<file path="config.mk">
export PLATFORM = sky130hd
export DESIGN_NAME = b_dly_cal_ctrl
export DESIGN_NICKNAME = d
export VERILOG_FILES = /design/src/rtl/b_dly_cal_ctrl_pkg.sv /design/src/rtl/b_dly_cal_ctrl_settle_cnt.sv /design/src/rtl/b_dly_cal_ctrl.sv
export SDC_FILE = /design/constraint.sdc
export NUM_CORES = 1
export LEC_CHECK = 0
export ABC_AREA = 1
export CORE_ASPECT_RATIO = 1.25
export CORE_MARGIN = 3
export CORE_UTILIZATION = 48
export CTS_CLUSTER_DIAMETER = 150
export DETAILED_ROUTE_END_ITERATION = 16
export GPL_ROUTABILITY_DRIVEN = 0
export GPL_TIMING_DRIVEN = 0
export PLACE_DENSITY = 0.74
export SLEW_MARGIN = 20
export SYNTH_ARGS = -nofsm -noshare
export SYNTH_HDL_FRONTEND = slang
export SYNTH_SLANG_ARGS = --single-unit
</file>
<file path="constraint.sdc">
create_clock -name i_clk -period 2.25 [get_ports i_clk]
set_input_delay 0.45 -clock i_clk [delete_from_list [all_inputs] [get_ports i_clk]]
set_output_delay 0.45 -clock i_clk [all_outputs]
set_load 0.02 [all_outputs]
</file>
<file path="src/rtl/b_dly_cal_ctrl_pkg.sv">
// Shared constants for the delay-line calibration controller: code width,
// reset/saturation codes and FSM state encoding.
package b_dly_cal_ctrl_pkg;
   localparam int SEL_W = 9;
   localparam logic [SEL_W-1:0] CODE_RST = 9'h100;
   localparam logic [SEL_W-1:0] CODE_MIN = 9'd0;
   localparam logic [SEL_W-1:0] CODE_MAX = 9'd511;

   typedef enum logic [2:0] {
      ST_IDLE,
      ST_LOAD,
      ST_SETTLE,
      ST_SAMPLE,
      ST_TRACK_WAIT,
      ST_TRACK_STEP
   } state_e;
endpackage

</file>
<file path="src/rtl/b_dly_cal_ctrl_settle_cnt.sv">
// Settle counter: counts P_SETTLE enabled cycles after a load and pulses
// o_done on the last one.
module b_dly_cal_ctrl_settle_cnt #(
   parameter int P_SETTLE = 8
) (
   input  logic i_clk,
   input  logic i_rstn,
   input  logic i_load,
   input  logic i_en,
   output logic o_done
);
   localparam logic [7:0] TC = 8'(P_SETTLE - 1);

   logic [7:0] cnt_q;

   assign o_done = i_en && !i_load && (cnt_q == TC);

   always_ff @(posedge i_clk or negedge i_rstn) begin
      if (!i_rstn)
         cnt_q <= '0;
      else if (i_load)
         cnt_q <= '0;
      else if (i_en)
         cnt_q <= o_done ? '0 : cnt_q + 8'd1;
   end
endmodule

</file>
<file path="src/rtl/b_dly_cal_ctrl.sv">
// Delay-line calibration: 9-step SAR search on the phase detector, then
// optional +/-1 tracking with saturation flag.
module b_dly_cal_ctrl
   import b_dly_cal_ctrl_pkg::*;
#(
   parameter int P_SETTLE = 8,
   parameter int P_SEL_W  = SEL_W
) (
   input  logic               i_clk,
   input  logic               i_rstn,
   input  logic               i_start,
   input  logic               i_pd_late,
   input  logic               i_track_en,
   output logic [P_SEL_W-1:0] o_dly_sel,
   output logic               o_busy,
   output logic               o_lock,
   output logic               o_err
);
   localparam int PTR_W = $clog2(P_SEL_W);
   localparam logic [PTR_W-1:0] PTR_MSB = PTR_W'(P_SEL_W - 1);
   localparam logic [P_SEL_W-1:0] C_RST = P_SEL_W'(CODE_RST);
   localparam logic [P_SEL_W-1:0] C_MIN = P_SEL_W'(CODE_MIN);
   localparam logic [P_SEL_W-1:0] C_MAX = P_SEL_W'(CODE_MAX);

   state_e             state_q, state_d;
   logic [P_SEL_W-1:0] sel_q, sel_d;
   logic [PTR_W-1:0]   ptr_q, ptr_d;
   logic               busy_q, busy_d, lock_q, lock_d, err_q, err_d;
   logic               counting, cnt_done;

   // The counter restarts whenever we leave a counting state or tracking pauses.
   assign counting = (state_q == ST_SETTLE) || (state_q == ST_TRACK_WAIT && i_track_en);

   b_dly_cal_ctrl_settle_cnt #(.P_SETTLE(P_SETTLE)) u_settle_cnt (
      .i_clk  (i_clk),
      .i_rstn (i_rstn),
      .i_load (i_start || !counting),
      .i_en   (counting && !i_start),
      .o_done (cnt_done)
   );

   always_ff @(posedge i_clk or negedge i_rstn) begin
      if (!i_rstn) begin
         state_q <= ST_IDLE;
         sel_q   <= C_RST;
         ptr_q   <= '0;
         busy_q  <= 1'b0;
         lock_q  <= 1'b0;
         err_q   <= 1'b0;
      end else begin
         state_q <= state_d;
         sel_q   <= sel_d;
         ptr_q   <= ptr_d;
         busy_q  <= busy_d;
         lock_q  <= lock_d;
         err_q   <= err_d;
      end
   end

   always_comb begin
      state_d = state_q;
      if (i_start)
         state_d = ST_LOAD;
      else begin
         unique case (state_q)
            ST_IDLE:       state_d = ST_IDLE;
            ST_LOAD:       state_d = ST_SETTLE;
            ST_SETTLE:     if (cnt_done) state_d = ST_SAMPLE;
            ST_SAMPLE:     state_d = (ptr_q == '0) ? ST_TRACK_WAIT : ST_SETTLE;
            ST_TRACK_WAIT: if (cnt_done) state_d = ST_TRACK_STEP;
            ST_TRACK_STEP: state_d = ST_TRACK_WAIT;
            default:       state_d = ST_IDLE;
         endcase
      end
   end

   // A start pulse freezes the datapath for one cycle; LOAD then reinitialises it.
   always_comb begin
      sel_d  = sel_q;
      ptr_d  = ptr_q;
      busy_d = busy_q;
      lock_d = lock_q;
      err_d  = err_q;
      if (!i_start) begin
         unique case (state_q)
            ST_LOAD: begin
               sel_d  = C_RST;
               ptr_d  = PTR_MSB;
               busy_d = 1'b1;
               lock_d = 1'b0;
               err_d  = 1'b0;
            end
            ST_SAMPLE: begin
               if (i_pd_late)
                  sel_d[ptr_q] = 1'b0;
               if (ptr_q != '0) begin
                  sel_d[ptr_q - 1'b1] = 1'b1;
                  ptr_d = ptr_q - 1'b1;
               end else begin
                  busy_d = 1'b0;
                  lock_d = 1'b1;
               end
            end
            ST_TRACK_STEP: begin
               if (i_pd_late) begin
                  if (sel_q == C_MIN) err_d = 1'b1;
                  else                sel_d = sel_q - 1'b1;
               end else begin
                  if (sel_q == C_MAX) err_d = 1'b1;
                  else                sel_d = sel_q + 1'b1;
               end
            end
            default: ;
         endcase
      end
   end

   assign o_dly_sel = sel_q;
   assign o_busy    = busy_q;
   assign o_lock    = lock_q;
   assign o_err     = err_q;
endmodule

</file>
======== Word level (Yosys, flattened, before mapping) ========
Index checks and enable logic that the tools add are counted.
cells by class
  reductions and logical operators ........ 23
  multiplexer cells ....................... 30
  multiply operators ...................... 0
  $add $sub $neg .......................... 4
  shifts and indexed selects .............. 0
  magnitude comparators ................... 4
  div/mod/pow operators ................... 0
  equality and inequality tests ........... 15
  bitwise operators ....................... 4
operators with widths
  operator                                                            count
  2-to-1 mux 9 bit                                                    7
  case mux 9 bit (3 select lines)                                     1
  2-to-1 mux 8 bit                                                    3
  case mux 3 bit (5 select lines)                                     1
  2-to-1 mux 3 bit                                                    4
  inequality test 3 bit (second input constant)                       4
  less-than comparator 4 x 5 -> 1 bit (second input constant)         2
  adder 9 x 1 -> 9 bit (second input constant)                        1
  bitwise AND 9 bit                                                   1
  equality test 9 bit (second input constant)                         1
  logical NOT 9 bit                                                   1
  inverter 9 bit                                                      1
  bitwise OR 9 bit                                                    1
  subtractor 9 x 1 -> 9 bit (second input constant)                   1
  adder 8 x 1 -> 8 bit (second input constant)                        1
  demux 1 bit (select 4 bit)                                          2
  equality test 8 x 3 -> 1 bit (second input constant)                1
  greater-or-equal comparator 4 x 1 -> 1 bit (second input constant)  2
  case mux 4 bit (2 select lines)                                     1
  AND reduction 4 bit                                                 2
  2-to-1 mux 1 bit                                                    7
  equality test 3 x 2 -> 1 bit (second input constant)                2
  equality test 3 bit (second input constant)                         2
  logical AND 1 bit                                                   6
  15 further kinds                                                    25
storage, ports and cells
  output and inout bits ................... 12
  memory bits (read-only) ................. 0
  latch bits .............................. 0
  word-level logic and storage cells ...... 87
  input port bits ......................... 5
  memory bits (writable) .................. 0
  register bits after elaboration ......... 27
  memories kept ........................... 0

======== Logic depth before layout (Yosys ltp) ========
  word-level depth ........................ 12
  depth in mapped cells ................... 12
  depth with buffers taken out ............ 12

======== Modules after synthesis ========
A second synthesis with hierarchy kept.
unflattened totals
  cell total of the unflattened synthesis .. 355
  area total of the unflattened synthesis .. 2,280.9 um^2
modules (own cells, without submodules)
  module                     sequential area each (um^2)  area an instance (um^2)  times used  cells an instance
  b_dly_cal_ctrl             476.7                        1,796.7                  1           283
  b_dly_cal_ctrl_settle_cnt  200.2                        484.2                    1           72

======== Worst setup path before layout ========
OpenSTA, ideal clock, no wires.
  path type ............................... reg2reg
  start point ............................. register sel_q[0], in the netlist o_dly_sel[0]
  end point ............................... register sel_q[4], in the netlist o_dly_sel[4]
  data required time ...................... 2.133 ns
  setup time .............................. 0.117 ns
  slack ................................... 0.532 ns
  period minus slack after synthesis ...... 1.718 ns
  stages on the path, launching flop included .. 10
  arrival time ............................ 1.601 ns
  buffers on the path ..................... 0
  path through ............................ dfrtp_1 -> fa_1 -> nand2_1 -> nand2_1 -> and2_1 -> or2_0 -> nand3_1 -> nand2_1 -> nand2_1 -> nand2_1
on the way
  cells in the longest elaborated chain, start to end .. 4
  elaborated cells between the ends (all ways) .. 11
  those cells by class .................... add/sub (2); eq/ne (3); mux (4); reduce/logical (2)
RTL lines
  item                                                                      line                                          RTL
  from (decl)                                                               b_dly_cal_ctrl.sv:26                          logic [P_SEL_W-1:0] sel_q, sel_d;
  from (signal assigned)                                                    b_dly_cal_ctrl.sv:52                          sel_q <= sel_d;
  adder 9 x 1 -> 9 bit / subtractor 9 x 1 -> 9 bit (equally long branches)  b_dly_cal_ctrl.sv:110, b_dly_cal_ctrl.sv:107
  2-to-1 mux 9 bit, on equally long branches                                b_dly_cal_ctrl.sv:109, b_dly_cal_ctrl.sv:106
  2-to-1 mux 9 bit                                                          b_dly_cal_ctrl.sv:105                         if (i_pd_late) begin
  case mux 9 bit (3 select lines)                                           b_dly_cal_ctrl.sv:85                          unique case (state_q)
Parallel ways exist; a longest one is shown, timed or not. The select of a mux whose other input is x is not followed.
A chain may end at the register's enable or synchronous reset.

======== Worst setup path in the final report ========
  start point ............................. register sel_q[8], in the netlist o_dly_sel[8]
  end point ............................... output o_dly_sel[8]
RTL lines
  item       line                  RTL
  to (decl)  b_dly_cal_ctrl.sv:14  output logic [P_SEL_W-1:0] o_dly_sel,
No word-level cell between the ends.

==> reports/results.tsv <==
stage	metric	value	unit
outcome	status	finished, final reports clean	
yosys	flops & latches, synth	27	
timing	unrepaired setup endpoints after global routing	no	
clock_network	clk root buf	clkbuf_8	
setup_path	crit-path max FO	6	
setup_path	CP peak stage delay	0.62	ns
clock_network	clock tree sinks	27	
setup_path	worst path bufs/invs	1	
routing	via count	2038	
global_route	first-pass GRT wire length	8.61	mm
power_and_ir_drop	Combinational Power Share	0.312	
routing	wire length per cell	12.3	um
cells_and_area	Final Instance Area	2460	sq um
setup_path	kind of critical path	flop to output pin	
timing	final setup fails	0	
yosys	most frequent cell after synthesis	nand2_1	
yosys	Synth async-reset ratio	1.00	
yosys	Synth Instances	315	
floorplanning	FP Rows	26	
placed_design	IO Port Bufs	16	
setup_path	CP max-delay cell	clkdlybuf4s50_1	
yosys	area leader, netlist	dfrtp_1	
setup_path	CP Capture Type	output pin	
hold_path	Worst Hold Class	primary input to async pin	
global_route	total congestion overflow	0	
floorplanning	Die Area	5390	sq um
timing	Hold Slack	0.180	ns
power_and_ir_drop	Pwr per Cell Area	500	nW/um^2
clock_network	hold-fix buffers at CTS	0	
timing	Fin. Hold Viols	0	
yosys	Netlist cell types	37	
timing	Slew Limit Fails	0	
clock_network	Clock Latency Late Sink	0.28	ns
setup_path	Worst EP arrival	1.50	ns
global_route	vias in the first global route	1984	
setup_path	CP Launch Type	flop	
placed_design	Placement Cell Area	2410	sq um
timing	worst-margin pin slew	0.630	ns
timing	Max-slew headroom	0.580	
global_route	initial antenna violation count	0	
clock_network	Clk pin slew, worst setup/hold paths	0.10	ns
clock_network	clock buffer depth	2	
power_and_ir_drop	sequential share of power	0.456	
power_and_ir_drop	Clk pwr share	0.233	
floorplanning	floorplan core area	4230	sq um
power_and_ir_drop	sw power	453	uW
floorplanning	I/O pins	17	
cells_and_area	share of cells above drive strength 1	0.113	
routing	final WL	4.82	mm
yosys	Syn Nets	336	
power_and_ir_drop	worst IR drop on VDD	0.000380	V
power_and_ir_drop	Int Pwr	776	uW
routing	drt drc	0	
yosys	synth top area cells	dfrtp_1, nand2_1, ha_1, inv_1, nand3_1	
floorplanning	Die X	66.3	um
cells_and_area	NumNets Final	357	
timing	clock skew	0.00339	ns
yosys	Mean Syn Cell Area	6.92	sq um
cells_and_area	Antenna diodes	0	
yosys	Post-synth top flop	dfrtp_1	
job	Max Cap Viol	0	
cells_and_area	Syn-to-layout area delta	12.7	%
yosys	Post-Syn Area	2180	sq um
routing	via/cell ratio	5.21	
placed_design	DP Wirelength	3.77	mm
yosys	Syn. warnings	0	
setup_path	Crit path max-delay family	buffers and inverters	
timing	crit path time final	1.95	ns
global_route	total track usage	0.206	
yosys	post-synth top area share	0.298	
setup_path	FF-to-FF setup slack	0.43	ns
routing	drt pass-1 iters	4	
floorplanning	die height	81.4	um
setup_path	Critical Path, Cell by Cell	clkdlybuf4s50_1	
clock_network	H-tree depth	1	
timing	Fmax achieved	513	MHz
yosys	Post-synth EDFFs	0	
cells_and_area	Final Non-Filler Cells	391	
power_and_ir_drop	total power	1.23	mW
clock_network	TritonCTS clock tree	done	
clock_network	total CTS buffers	3	
placed_design	Inst Count DP	387	
floorplanning	Initial Util	0.516	
power_and_ir_drop	P_leak	1.27	nW
yosys	Post-synth top cells	nand2_1, inv_1, nand3_1, dfrtp_1, nor2_1	
global_route	largest net degree at the start of global routing	28	
setup_path	Data required, critical path	1.80	ns
routing	antenna viol nets, final	0	
power_and_ir_drop	Switching Fraction	0.369	
timing	Final Cycle Share	0.866	
yosys	Seq/Total Area, Yosys	0.310	
routing	initial DRC count	89	
==> layer usage <==
metal,wire length (um),track usage,vias to the layer above,share of wire
met5,0,0,-,0
met4,165,0.0955,0,0.034
met3,174,0.0249,15,0.036
met2,2320,0.351,46,0.48
met1,2160,0.258,930,0.45
li1,-,-,1047,-
==> cell families after synthesis <==
family | share of synthesized area
buffers and inverters | 0.0878
AND/OR/NAND/NOR | 0.404
AO/OA/AOI/OAI | 0.0820
XOR/XNOR | 0.0201
adder cells (fa/ha/maj) | 0.0952
flip-flops | 0.310
==> area by class of cell <==
| cell class | instances | area [sq um] |
|---|---|---|
| well taps | 56 | 70.1 |
| fillers | 435 | 1770 |
| flip-flops and latches | 27 | 677 |
| clock buffers | 3 | 41.3 |
| plain buffers | 3 | 23.8 |
| clock inverters | 1 | 7.51 |
| multi-input cells | 241 | 1310 |
| repair buffers | 16 | 158 |
| inverters | 44 | 168 |
==> repair_timing <==
item,in CTS,in global routing
gates resized for setup,0,1
setup endpoints to repair,0,2
setup buffers,0,0
==> placed cells by master (no fill, tap or decap), types with 6 or more instances in the layout <==
cell type,synthesis,final
nand2_2,6,6
inv_1,36,36
inv_2,7,7
dfrtp_1,26,26
nand3_1,27,27
ha_1,15,15
o21ai_0,7,7
nand2_1,108,108
clkdlybuf4s50_1,0,14
nor2_1,19,19
==> through the flow <==
| stage | worst slack [ns] | setup TNS [ns] | utilization |
|---|---|---|---|
| global route | 0.236 | 0 | 0.581 |
| floorplan | 0.532 | 0 | - |
| detailed placement | -0.265 | -0.755 | 0.569 |
| CTS | 0.0366 | 0 | 0.580 |
| finish | 0.301 | 0 | 0.581 |
| global placement | -0.261 | -0.655 | 0.570 |
==> registers in the layout (all words and copies together) (netlist names) <==
register            cells
o_dly_sel               9
u_settle_cnt.cnt_q      8
ptr_q                   4
state_q                 3
o_busy                  1
o_err                   1
o_lock                  1
==> power groups by stage <==
stage	registers, mW	clock network [mW]	logic (mW)
2_1_floorplan	0.572	0	0.266
3_3_place_gp	0.568	0	0.377
3_5_place_dp	0.569	0	0.381
4_1_cts	0.559	0.298	0.383
5_1_grt	0.566	0.312	0.443
6_report	0.560	0.286	0.383
==> final timing paths <==
kind / startpoint / end / depth (start not counted)
setup / recovery: o_dly_sel[8]$_DFFE_PN1P_ / o_dly_sel[8] / 1
hold / removal: i_rstn / o_dly_sel[6]$_DFFE_PN0P_ / 1
setup reg to reg: o_dly_sel[0]$_DFFE_PN0P_ / o_dly_sel[4]$_DFFE_PN0P_ / 9
hold reg to reg: u_settle_cnt.cnt_q[0]$_DFF_PN0_ / u_settle_cnt.cnt_q[0]$_DFF_PN0_ / 1
max in group asynchronous: i_rstn / state_q[1]$_DFFE_PN0P_ / 1
min in group i_clk: u_settle_cnt.cnt_q[0]$_DFF_PN0_ / u_settle_cnt.cnt_q[0]$_DFF_PN0_ / 1
(Power assumes the default switching activity.)
==> edit 1 (same flow settings) <==
`P_SETTLE` is set to 8 in 2 places; all go to 4.
--- a/src/rtl/b_dly_cal_ctrl_settle_cnt.sv
+++ b/src/rtl/b_dly_cal_ctrl_settle_cnt.sv
@@ -1,7 +1,7 @@
 // Settle counter: counts P_SETTLE enabled cycles after a load and pulses
 // o_done on the last one.
 module b_dly_cal_ctrl_settle_cnt #(
-   parameter int P_SETTLE = 8
+   parameter int P_SETTLE = 4
 ) (
    input  logic i_clk,
    input  logic i_rstn,
--- a/src/rtl/b_dly_cal_ctrl.sv
+++ b/src/rtl/b_dly_cal_ctrl.sv
@@ -3,7 +3,7 @@
 module b_dly_cal_ctrl
    import b_dly_cal_ctrl_pkg::*;
 #(
-   parameter int P_SETTLE = 8,
+   parameter int P_SETTLE = 4,
    parameter int P_SEL_W  = SEL_W
 ) (
    input  logic               i_clk,
Function: changed (a bounded check fails within 10 cycles, from zero or initial values and one cycle with i_rstn low).
==> edit 1 against the unedited design <==
  * Cell area down 1.7%
  * Via count up 1.1%
  * Synthesized cell count increased by 1.6%
  * Wire length is the same
  * Worst setup slack got worse by 150 ps
  * Core utilization is 0.53 points lower
  * Combinational power rose by 8.6%
  * Highest routed layer unchanged
  * Sequential share of layout area up 0.47 points
  * Critical path type is now primary input to flip-flop
  * Global-route usage is 0.25 points lower
  * Sequential cell count stayed put
  * Total power up 2.6%
  * Area after synthesis is 1.8% lower
==> edit 1: results (changes against the unedited design) <==
status complete, no violations (unchanged); Antenna Cells 0 (unchanged); largest net degree at the start of global routing 28 (unchanged); synth cell count leaders nand2_1, inv_1, nor2_1 (was nand2_1, inv_1, nand3_1); filler instances 400 (was 435); DP Wirelength 3.69 mm (was 3.77 mm); CTS clk-pin slew, worst paths 100 ps (about the same); final setup margin 151 ps (was 301 ps); Crit Path Category primary input to flip-flop (was flip-flop to primary output); met2 WL 2.45 mm (was 2.32 mm); Vias 2061 (was 2038); # nets final 362 (was 357); DRT Wirelength 4.82 mm (unchanged); routed wl met3 129 microns (was 174 microns); first-pass GRT wire length 8.50 mm (was 8.61 mm); clock latency on the worst-skew pair 280 ps (about the same); worst slack, placed -141 ps (was -265 ps); Worst-Margin Slew 618 ps (was 630 ps); GRT Total Usage 20.4% (was 20.6%); Distinct cells, synth 32 (was 37); Worst Setup SP i_pd_late (was o_dly_sel[8]); CP arrival 2270 ps (was 1500 ps); Max FO, Critical Path 10 (was 6); Max Cap Viol 0 (unchanged); Leak 1.22 nW (was 1.27 nW); maximum VDD drop 0.326 mV (was 0.380 mV); Clock Skews 3.58 ps (was 3.39 ps); vias in the first global route 1989 (was 1984); met1 WL 2.10 mm (was 2.16 mm); Mapped Nets 341 (was 336); crit path capture o_dly_sel[4] (was o_dly_sel[8]); R2R Path End ptr_q[3] (was o_dly_sel[4]); yosys warns 0 (unchanged); CTS Buf Count 3 (unchanged); DR iter-0 viols 119 (was 89); ranking of synthesized cells by area dfrtp_1, nand2_1, ha_1 (unchanged); layout cells sized above 1 7.94% (was 11.3%); post-synthesis sequential area ratio 31.6% (was 31.0%); reg2reg start ptr_q[0] (was o_dly_sel[0])
## edit 1: stage by stage
step	cells	area [sq um]	hold slack [ps]
floorplan	320	2140	154
global placement	392	2370	457
detailed placement	392	2370	459
CTS	396	2420	188
global route	396	2420	202
finish	396	2420	174
## edit 1: logic make-up after synthesis
group	count (synthesis)	share of synthesized area, %
flip-flops	27	31.6
buffers and inverters	56	11.1
AND/OR/NAND/NOR	173	34.4
XOR/XNOR	4	1.64
AO/OA/AOI/OAI	44	11.6
adder cells (fa/ha/maj)	16	9.70
## edit 1: final cells by class
type,count,area [sq um],share of cell area [%]
buffer,6,50.0,2.07
clock buffer,3,41.3,1.71
clock inverter,1,7.51,0.311
inverter,50,188,7.77
multi-input combinational,237,1230,50.8
sequential,27,677,28.0
tap,56,70.1,2.90
timing repair buffer,16,155,6.42
## edit 1: critical path, stage by stage
cell and delay (ps):
clkdlybuf4s50_1 710, buf_2 310, inv_1 100, nand2_1 90
nand3_1 110, nand2_2 180, inv_2 60, buf_6 140
nand2_1 60, nand2_1 50
## edit 1: report_power, final
part           total, mW  internal [mW]  switching (mW)
clock network      0.290          0.126           0.164
logic              0.416          0.144           0.272
registers          0.555          0.518          0.0367
## edit 1: per-layer routing
metal / vias up / global-route usage (%)
li1: 1061 / -
met1: 944 / 23.1
met2: 44 / 37.9
met3: 12 / 1.68
met4: 0 / 8.92
met5: - / 0
==> edit 2 (config.mk and constraints unchanged) <==
Made on the original files. Re-encode `state_e` (6 states) as Gray code, 3 bits wide.
--- a/src/rtl/b_dly_cal_ctrl_pkg.sv
+++ b/src/rtl/b_dly_cal_ctrl_pkg.sv
@@ -7,12 +7,12 @@
    localparam logic [SEL_W-1:0] CODE_MAX = 9'd511;
 
    typedef enum logic [2:0] {
-      ST_IDLE,
-      ST_LOAD,
-      ST_SETTLE,
-      ST_SAMPLE,
-      ST_TRACK_WAIT,
-      ST_TRACK_STEP
+      ST_IDLE       = 3'b000,
+      ST_LOAD       = 3'b001,
+      ST_SETTLE     = 3'b011,
+      ST_SAMPLE     = 3'b010,
+      ST_TRACK_WAIT = 3'b110,
+      ST_TRACK_STEP = 3'b111
    } state_e;
 endpackage
 
Function: no difference found for any inputs over 10 cycles, from zero or initial values and one cycle with i_rstn low; not proved beyond that.
==> edit 2 against the unedited design <==
  * Cell area fell by 1.0%
  * Non-clock buffer count did not move
  * Core utilization fell by 0.15 points
  * Sequential cell count did not move
  * Largest power group unchanged
  * Synthesized cell count fell by 0.95%
  * Wire length rose by 1.5%
  * Worst setup slack got worse by 18 ps
  * Global-route usage fell by 0.10 points
  * Area after synthesis fell by 1.1%
  * Die area fell by 1.1%
  * Total power rose by 19%
==> edit 2: results (changes against the unedited design) <==
status complete, no violations (unchanged); first-pass GRT wire length 8.62 mm (was 8.61 mm); worst slack, placed -278 ps (was -265 ps); Clock Skews 8.74 ps (was 3.39 ps); fin cells 388 (was 391); DRT Wirelength 4.89 mm (was 4.82 mm); Power Clock 293 uW (was 286 uW); Setup Buffers After CTS 0 (unchanged); DR iter-0 viols 120 (was 89); Logic power comb 583 uW (was 383 uW); dpl cells 384 (was 387); Leak 1.25 nW (was 1.27 nW); ranking of synthesized cells by area dfrtp_1, nand2_1, ha_1 (unchanged); DRT Pass-1 Iters 5 (was 4); met3 Use GR 1.66% (was 2.49%); filler instances 413 (was 435); # nets final 352 (was 357); synth cell count leaders nand2_1, inv_1, nand3_1 (unchanged); DP Wirelength 3.83 mm (was 3.77 mm); Tmin final 1970 ps (was 1950 ps); Distinct cells, synth 40 (was 37); Worst-Margin Slew 603 ps (was 630 ps); Vias 2022 (was 2038); reg2reg start ptr_q[0] (was o_dly_sel[0]); internal power 865 uW (was 776 uW); layout cells sized above 1 10.2% (was 11.3%); P_seq 591 uW (was 560 uW); routed wl met3 85 microns (was 174 microns); met2 WL 2.63 mm (was 2.32 mm); post-synthesis sequential area ratio 31.4% (was 31.0%); grt met2 use 39.0% (was 35.1%); Mapped Nets 331 (was 336); maximum VDD drop 0.431 mV (was 0.380 mV); CP arrival 1520 ps (was 1500 ps); syn_area_per_cell 6.91 sq um (was 6.92 sq um); met1 Use GR 23.4% (was 25.8%); GRT Total Usage 20.5% (was 20.6%); R2R Path End o_dly_sel[5] (was o_dly_sel[4]); Reg2Reg Depth 11 (was 9)
## edit 2: cell types whose count changed after synthesis, sizes merged, moves of 2 or more
cell    change
nand4      +10
a21oi       +5
nand2       -5
nor2        -4
o21ai       -4
nand3       +3
nand3b      -3
o211ai      -3
ha          -2
nor3b       +2
or2         -2
xor2        -2
## edit 2: logic make-up (layout without fill, tap and decap cells)
logic type	count (synthesis)	count (layout)	share of synthesized area (%)
fa+ha+maj	14	14	8.47
xor+xnor	4	4	1.63
simple gates	192	192	42.5
flops	27	27	31.4
buf+inv	49	69	9.29
compound gates	26	26	6.73
## edit 2: final cells by class
class / instances / area share, %
inverter: 46 / 7.25
timing repair buffer: 16 / 6.48
buffer: 3 / 0.977
clock buffer: 3 / 1.70
multi-input combinational: 236 / 52.6
tap: 56 / 2.88
sequential: 27 / 27.8
clock inverter: 1 / 0.309
## edit 2: timing repair
action                                 CTS  global route
gates resized for setup                  0             1
setup endpoints to repair                0             4
endpoints found under the hold margin    0             0
